`src/rtl/fpga_wr_arbiter_if.sv`:
```
// rtl/fpga_wr_arbiter_if.sv - requester/arbiter bundle for the shared register bank write arbiter
interface fpga_wr_arbiter_if #(
    parameter int NREQ  = 4,
    parameter int WIDTH = 8
);
    localparam int IW = (NREQ > 1) ? $clog2(NREQ) : 1;

    logic [NREQ-1:0]       req_i;
    logic [NREQ*WIDTH-1:0] data_i;
    logic [NREQ-1:0]       gnt_o;
    logic [IW-1:0]         owner_o;
    logic                  busy_o;
    logic                  E_o;
    logic [WIDTH-1:0]      D_o;

    modport master (
        output req_i, data_i,
        input  gnt_o, owner_o, busy_o, E_o, D_o
    );

    modport slave (
        input  req_i, data_i,
        output gnt_o, owner_o, busy_o, E_o, D_o
    );
endinterface

```
`src/rtl/fpga_wr_arbiter.sv`:
```
// rtl/fpga_wr_arbiter.sv - round-robin write arbiter with bounded bursts onto a shared enabled-DFF bank
module fpga_wr_arbiter #(
    parameter int NREQ      = 4,
    parameter int WIDTH     = 8,
    parameter int MAX_BURST = 4
) (
    input  logic               clk_i,
    input  logic               reset_i,
    fpga_wr_arbiter_if.slave   bus
);
    localparam int IW = (NREQ > 1) ? $clog2(NREQ) : 1;

    localparam logic [0:0] IDLE  = 1'b0;
    localparam logic [0:0] GRANT = 1'b1;

    logic [0:0]      state;
    logic [IW-1:0]   owner;
    logic [IW-1:0]   ptr;
    logic [IW-1:0]   nxt_ptr;
    logic [IW-1:0]   base;
    logic [IW-1:0]   sel;
    logic            found;
    logic [3:0]      burst_cnt;
    logic [NREQ-1:0] gnt;
    logic            e;
    logic            tenure_end;

    assign nxt_ptr = (owner == IW'(NREQ - 1)) ? '0 : owner + 1'b1;

    // Tenure-end arbitration already uses the advanced pointer so the hand-off has no idle cycle.
    assign base = (state == GRANT) ? nxt_ptr : ptr;

    always_comb begin
        sel   = '0;
        found = 1'b0;
        for (int i = 0; i < NREQ; i++) begin
            int j;
            j = int'(base) + i;
            if (j >= NREQ) j = j - NREQ;
            if (!found && bus.req_i[j]) begin
                sel   = IW'(j);
                found = 1'b1;
            end
        end
    end

    assign e          = (state == GRANT) && bus.req_i[owner];
    assign tenure_end = (state == GRANT) &&
                        (!bus.req_i[owner] || (burst_cnt == 4'(MAX_BURST - 1)));

    always_ff @(posedge clk_i or posedge reset_i) begin
        if (reset_i) begin
            state     <= IDLE;
            owner     <= '0;
            ptr       <= '0;
            burst_cnt <= '0;
            gnt       <= '0;
        end else if (state == IDLE) begin
            if (found) begin
                state     <= GRANT;
                owner     <= sel;
                gnt       <= {{(NREQ-1){1'b0}}, 1'b1} << sel;
                burst_cnt <= '0;
            end
        end else if (tenure_end) begin
            ptr <= nxt_ptr;
            if (found) begin
                owner     <= sel;
                gnt       <= {{(NREQ-1){1'b0}}, 1'b1} << sel;
                burst_cnt <= '0;
            end else begin
                state     <= IDLE;
                gnt       <= '0;
                burst_cnt <= '0;
            end
        end else if (e) begin
            burst_cnt <= burst_cnt + 4'd1;
        end
    end

    assign bus.gnt_o   = gnt;
    assign bus.owner_o = owner;
    assign bus.busy_o  = (state == GRANT);
    assign bus.E_o     = e;
    assign bus.D_o     = e ? bus.data_i[owner*WIDTH +: WIDTH] : '0;
endmodule

```
`src/flat_wrapper.sv`:
```
// flat-port wrapper written by rule: the top's interface ports become plain ports
module fpga_wr_arbiter_flat 
#(
    parameter int NREQ      = 4,
    parameter int WIDTH     = 8,
    parameter int MAX_BURST = 4
)
  (clk_i, reset_i, bus_req_i, bus_data_i, bus_gnt_o, bus_owner_o, bus_busy_o, bus_E_o, bus_D_o);
  fpga_wr_arbiter_if #(.NREQ(NREQ), .WIDTH(WIDTH)) bus_i ();
  input  logic clk_i;
  input  logic reset_i;
  input wire logic [$bits(bus_i.req_i)-1:0] bus_req_i;
  input wire logic [$bits(bus_i.data_i)-1:0] bus_data_i;
  output wire logic [$bits(bus_i.gnt_o)-1:0] bus_gnt_o;
  output wire logic [$bits(bus_i.owner_o)-1:0] bus_owner_o;
  output wire logic [$bits(bus_i.busy_o)-1:0] bus_busy_o;
  output wire logic [$bits(bus_i.E_o)-1:0] bus_E_o;
  output wire logic [$bits(bus_i.D_o)-1:0] bus_D_o;
  assign bus_i.req_i = bus_req_i;
  assign bus_i.data_i = bus_data_i;
  assign bus_gnt_o = bus_i.gnt_o;
  assign bus_owner_o = bus_i.owner_o;
  assign bus_busy_o = bus_i.busy_o;
  assign bus_E_o = bus_i.E_o;
  assign bus_D_o = bus_i.D_o;
  fpga_wr_arbiter #(.NREQ(NREQ), .WIDTH(WIDTH), .MAX_BURST(MAX_BURST)) u_core (.clk_i(clk_i), .reset_i(reset_i), .bus(bus_i));
endmodule
```
`config.mk`:
```
export PLATFORM = sky130hd
export DESIGN_NAME = fpga_wr_arbiter_flat
export DESIGN_NICKNAME = d
export VERILOG_FILES = /design/src/rtl/fpga_wr_arbiter_if.sv /design/src/rtl/fpga_wr_arbiter.sv /design/src/flat_wrapper.sv
export SDC_FILE = /design/constraint.sdc
export NUM_CORES = 1
export LEC_CHECK = 0
export ABC_AREA = 1
export BUFFER_PORTS_ARGS = -buffer_cell sky130_fd_sc_hd__buf_2
export CORE_MARGIN = 2
export CORE_UTILIZATION = 50
export CTS_BUF_LIST = sky130_fd_sc_hd__clkbuf_4
export DETAILED_ROUTE_END_ITERATION = 8
export PLACE_DENSITY = 0.82
export SYNTH_ARGS = -nofsm -noshare
export SYNTH_HDL_FRONTEND = slang
export SYNTH_SLANG_ARGS = --single-unit
```
`constraint.sdc`:
```
create_clock -name clk_i -period 2.4 [get_ports clk_i]
set_input_delay 0 -clock clk_i [delete_from_list [all_inputs] [get_ports clk_i]]
set_output_delay 0 -clock clk_i [all_outputs]
set_load 0.005 [all_outputs]
```
==> run metrics <==
drt drc 0; initial core utilization a little over half; vias in the first global route roughly 1400; Fmax achieved approximately 520 MHz; CTS Buf Count 3; largest area contributor in the synthesized netlist dfrtp_1; slew margin rel. 67.9%; filler instances between 200 and 300; largest cells by area after synthesis dfrtp_1 (24%), nand2_1 (15%), nor2_1 (10%); post-route setup slack 0.476 ns; Yosys top cell area share between 20 and 25%; number of max-cap violations 0; initial antenna violation count 0; Total Nets Final 308; ratio of cells with drive above 1 in the final layout between 30% and 40%; WP data arrival about 2.2 ns; drt initial violations between 60 and 70; Std-Cell Rows 18; dpl ws just under 0.5 ns; EDFF count, synth 0; crit path time final ~1.9 ns; pin count of the biggest net entering global routing 23; synth warn 0; worst slew pin tran between 0.4 and 0.5 ns; Ant. Diodes 0; final hold viol count 0; Pre-antenna DRT Iters 4; Synth Flop Type dfrtp_1; PD cells ~1500 mW/mm^2; post-route cell area roughly 0.0017 mm^2; sw power roughly 1.5 mW; RSZ-0062 raised after global routing no; Startpoint Class flip-flop; sequential element share of the synthesized area 24.3%; dpl hpwl ~2.7 mm; number of distinct library cells after synthesis 27; setup bufs post-CTS 0; Comb pwr share 79.4%; Synth Instances approximately 210; syn_area_per_cell approximately 6.3 um^2; Max clock buf depth 2; post-cts gate resize count 0; # IOs 54; first-pass GRT wire length between 5 and 6 mm; slowest stage delay, CP about 0.40 ns; IO buf count between 50 and 60; Total GRT Usage between 20 and 25%; full die area approximately 0.0031 mm^2; maximum VDD drop 0.00120 V; WL/cell between 10 and 15 um; gr ovfl total 0; syn_nets between 200 and 300; Worst Setup Path Type reg2reg; clk sinks 13; clock skew between 0.006 and 0.007 ns; via-per-instance ratio 5.07; placed instance area 0.00163 mm^2; vias between 1500 and 2000; root buf cell clkbuf_4; synth-to-layout area growth 24.6%; Critical path origin u_core.bus.owner_o[0]; Max Slew Vio Count 0; status finished, final reports clean; total routed wirelength about 3.3 mm; die height between 50 and 60 um; HP Class in2async; crit path max-delay cell type dfrtp_1; #FFs+latches synth 13; Leakage between 0.9 and 1 nW; crit-path cells ha_1 > inv_1 > nand2_1 > nand2_2 > nand2_1 > nand2_1 > nand2_1 > nand2_1 > nand4_1 > nand2_1 > nand2_1 > nor2_1 > nand2_1 > nand2_1; Total Neg Setup Slack 0 ns; RePlAce Congestion around 0.88; Cell Area, Synth 0.00134 mm^2; Most Frequent Cell on Critical Path nand2_1; number of routed nets with antenna violations 0; Crit Reg-Reg Startpoint u_core.bus.owner_o[0]; crit path capture type flip-flop; Sw Ratio a little under three fifths; clock latency at the later pin of the worst-skew pair 0.29 ns; CTS HTree Levels 1; Internal 1.10 mW; crit-path max FO 7; power share of the sequential group 14.7%; ys async rst share between 90% and 100%; Die W 55.7 um; Core ar. approximately 0.0025 mm^2; WP data required ~2.6 ns; CTS tree built; period utilization between 80% and 90%; Reg clk slew, reported paths approximately 0.080 ns; final setup fails 0; Clk pwr share 5.9%
path summary, 6_finish.rpt:
kind                                  endpoint  slack, ns  cells past startpoint
hold reg to reg            u_core.bus.gnt_o[1]       0.48                      2
min in group clk_i           u_core.bus.busy_o       0.28                      5
max in group asynchronous        u_core.ptr[0]       1.81                      3
setup / recovery           u_core.bus.gnt_o[1]       0.48                     14
hold / removal             u_core.bus.gnt_o[0]       0.27                      3
setup reg to reg           u_core.bus.gnt_o[1]       0.48                     14
state kept, by name, indices dropped and copies added (netlist names):
signal              count
u_core.bus.busy_o       1
u_core.bus.owner_o      2
u_core.ptr              2
u_core.burst_cnt        4
u_core.bus.gnt_o        4
cell usage in the layout, fill, tap and decap left out:
| master | n |
|---|---|
| a21oi_1 | 15 |
| nand4_4 | 1 |
| nand2_2 | 13 |
| inv_2 | 5 |
| a31oi_4 | 1 |
| nand4_1 | 2 |
| o21ai_0 | 19 |
| o31ai_1 | 1 |
| clkbuf_4 | 4 |
| ha_1 | 2 |
| nor2_8 | 1 |
| nand2_1 | 55 |
| nor2_2 | 1 |
| inv_1 | 13 |
| xor2_1 | 1 |
| nor2_1 | 37 |
| o21ai_1 | 3 |
| dfrtp_1 | 13 |
| nand2_4 | 6 |
| inv_6 | 1 |
| nand3_2 | 3 |
| dlygate4sd3_1 | 1 |
| buf_2 | 53 |
| xnor2_1 | 1 |
| o22ai_1 | 2 |
| buf_4 | 2 |
| nand3_1 | 11 |
logic make-up after synthesis:
family | Yosys count | share of synthesized area [%]
DFF | 13 | 24.3
adders and majority gates | 2 | 1.87
AOI/OAI and AO/OA | 41 | 16.9
xor gates and xnor gates | 2 | 1.31
and+or+nand+nor | 130 | 47.8
buffers and inverters | 24 | 7.85
critical path, delay by kind of cell (launching register included):
family                   cells  cell delay (ns)
buffers and inverters        1             0.08
adder cells (fa/ha/maj)      1             0.32
AND/OR/NAND/NOR             12             1.05
flip-flops                   1             0.40
layer usage:
metal	track usage [%]	share of wire (%)	wire (um)	vias up
met5	0	0	0	-
met4	5.92	1.6	53	0
met3	4.19	4.7	153	9
met2	39.1	48	1580	42
met1	29.4	46	1500	655
li1	-	-	-	799
what timing repair did:
| action | 4_1_cts | 5_1_grt |
|---|---|---|
| setup endpoints to repair | 0 | 0 |
| hold endpoints to repair | 13 | 0 |
| hold buffers | 1 | 0 |
cell type report:
| type | count | area [um^2] | area share, % |
|---|---|---|---|
| clock buffer | 4 | 30.0 | 1.80 |
| timing repair buffer | 56 | 290 | 17.4 |
| multi-input combinational | 175 | 908 | 54.5 |
| sequential | 13 | 325 | 19.5 |
| tap | 30 | 37.5 | 2.25 |
| inverter | 19 | 76.3 | 4.58 |
power by group through the flow:
stage               Clock (mW)  Combinational (mW)  Sequential, mW
floorplan                    0                1.59           0.376
global placement             0                2.00           0.380
detailed placement           0                2.04           0.383
CTS                      0.155                2.05           0.378
global route             0.165                2.34           0.390
finish                   0.152                2.04           0.378
Yosys cell counts, types with 2 or more instances:
library cell	instances
nand4_1	2
inv_2	5
o22ai_1	2
nand3_2	3
nand2_4	6
inv_1	13
a21oi_1	15
o21ai_0	19
o21ai_1	3
nand3_1	11
ha_1	2
dfrtp_1	13
nand2_2	13
buf_2	2
nand2_1	55
nor2_1	37
metrics by stage:
stage               hold WS, ns  utilization (%)  cells  total power [mW]
detailed placement       0.0465             65.1    292              2.42
finish                    0.266             66.7    297              2.57
global placement         0.0393             65.1    292              2.38
CTS                       0.278             66.7    297              2.58
global route              0.315             66.7    297              2.89
floorplan                -0.123                -    212              1.96
Power figures use the tool's default switching activity.
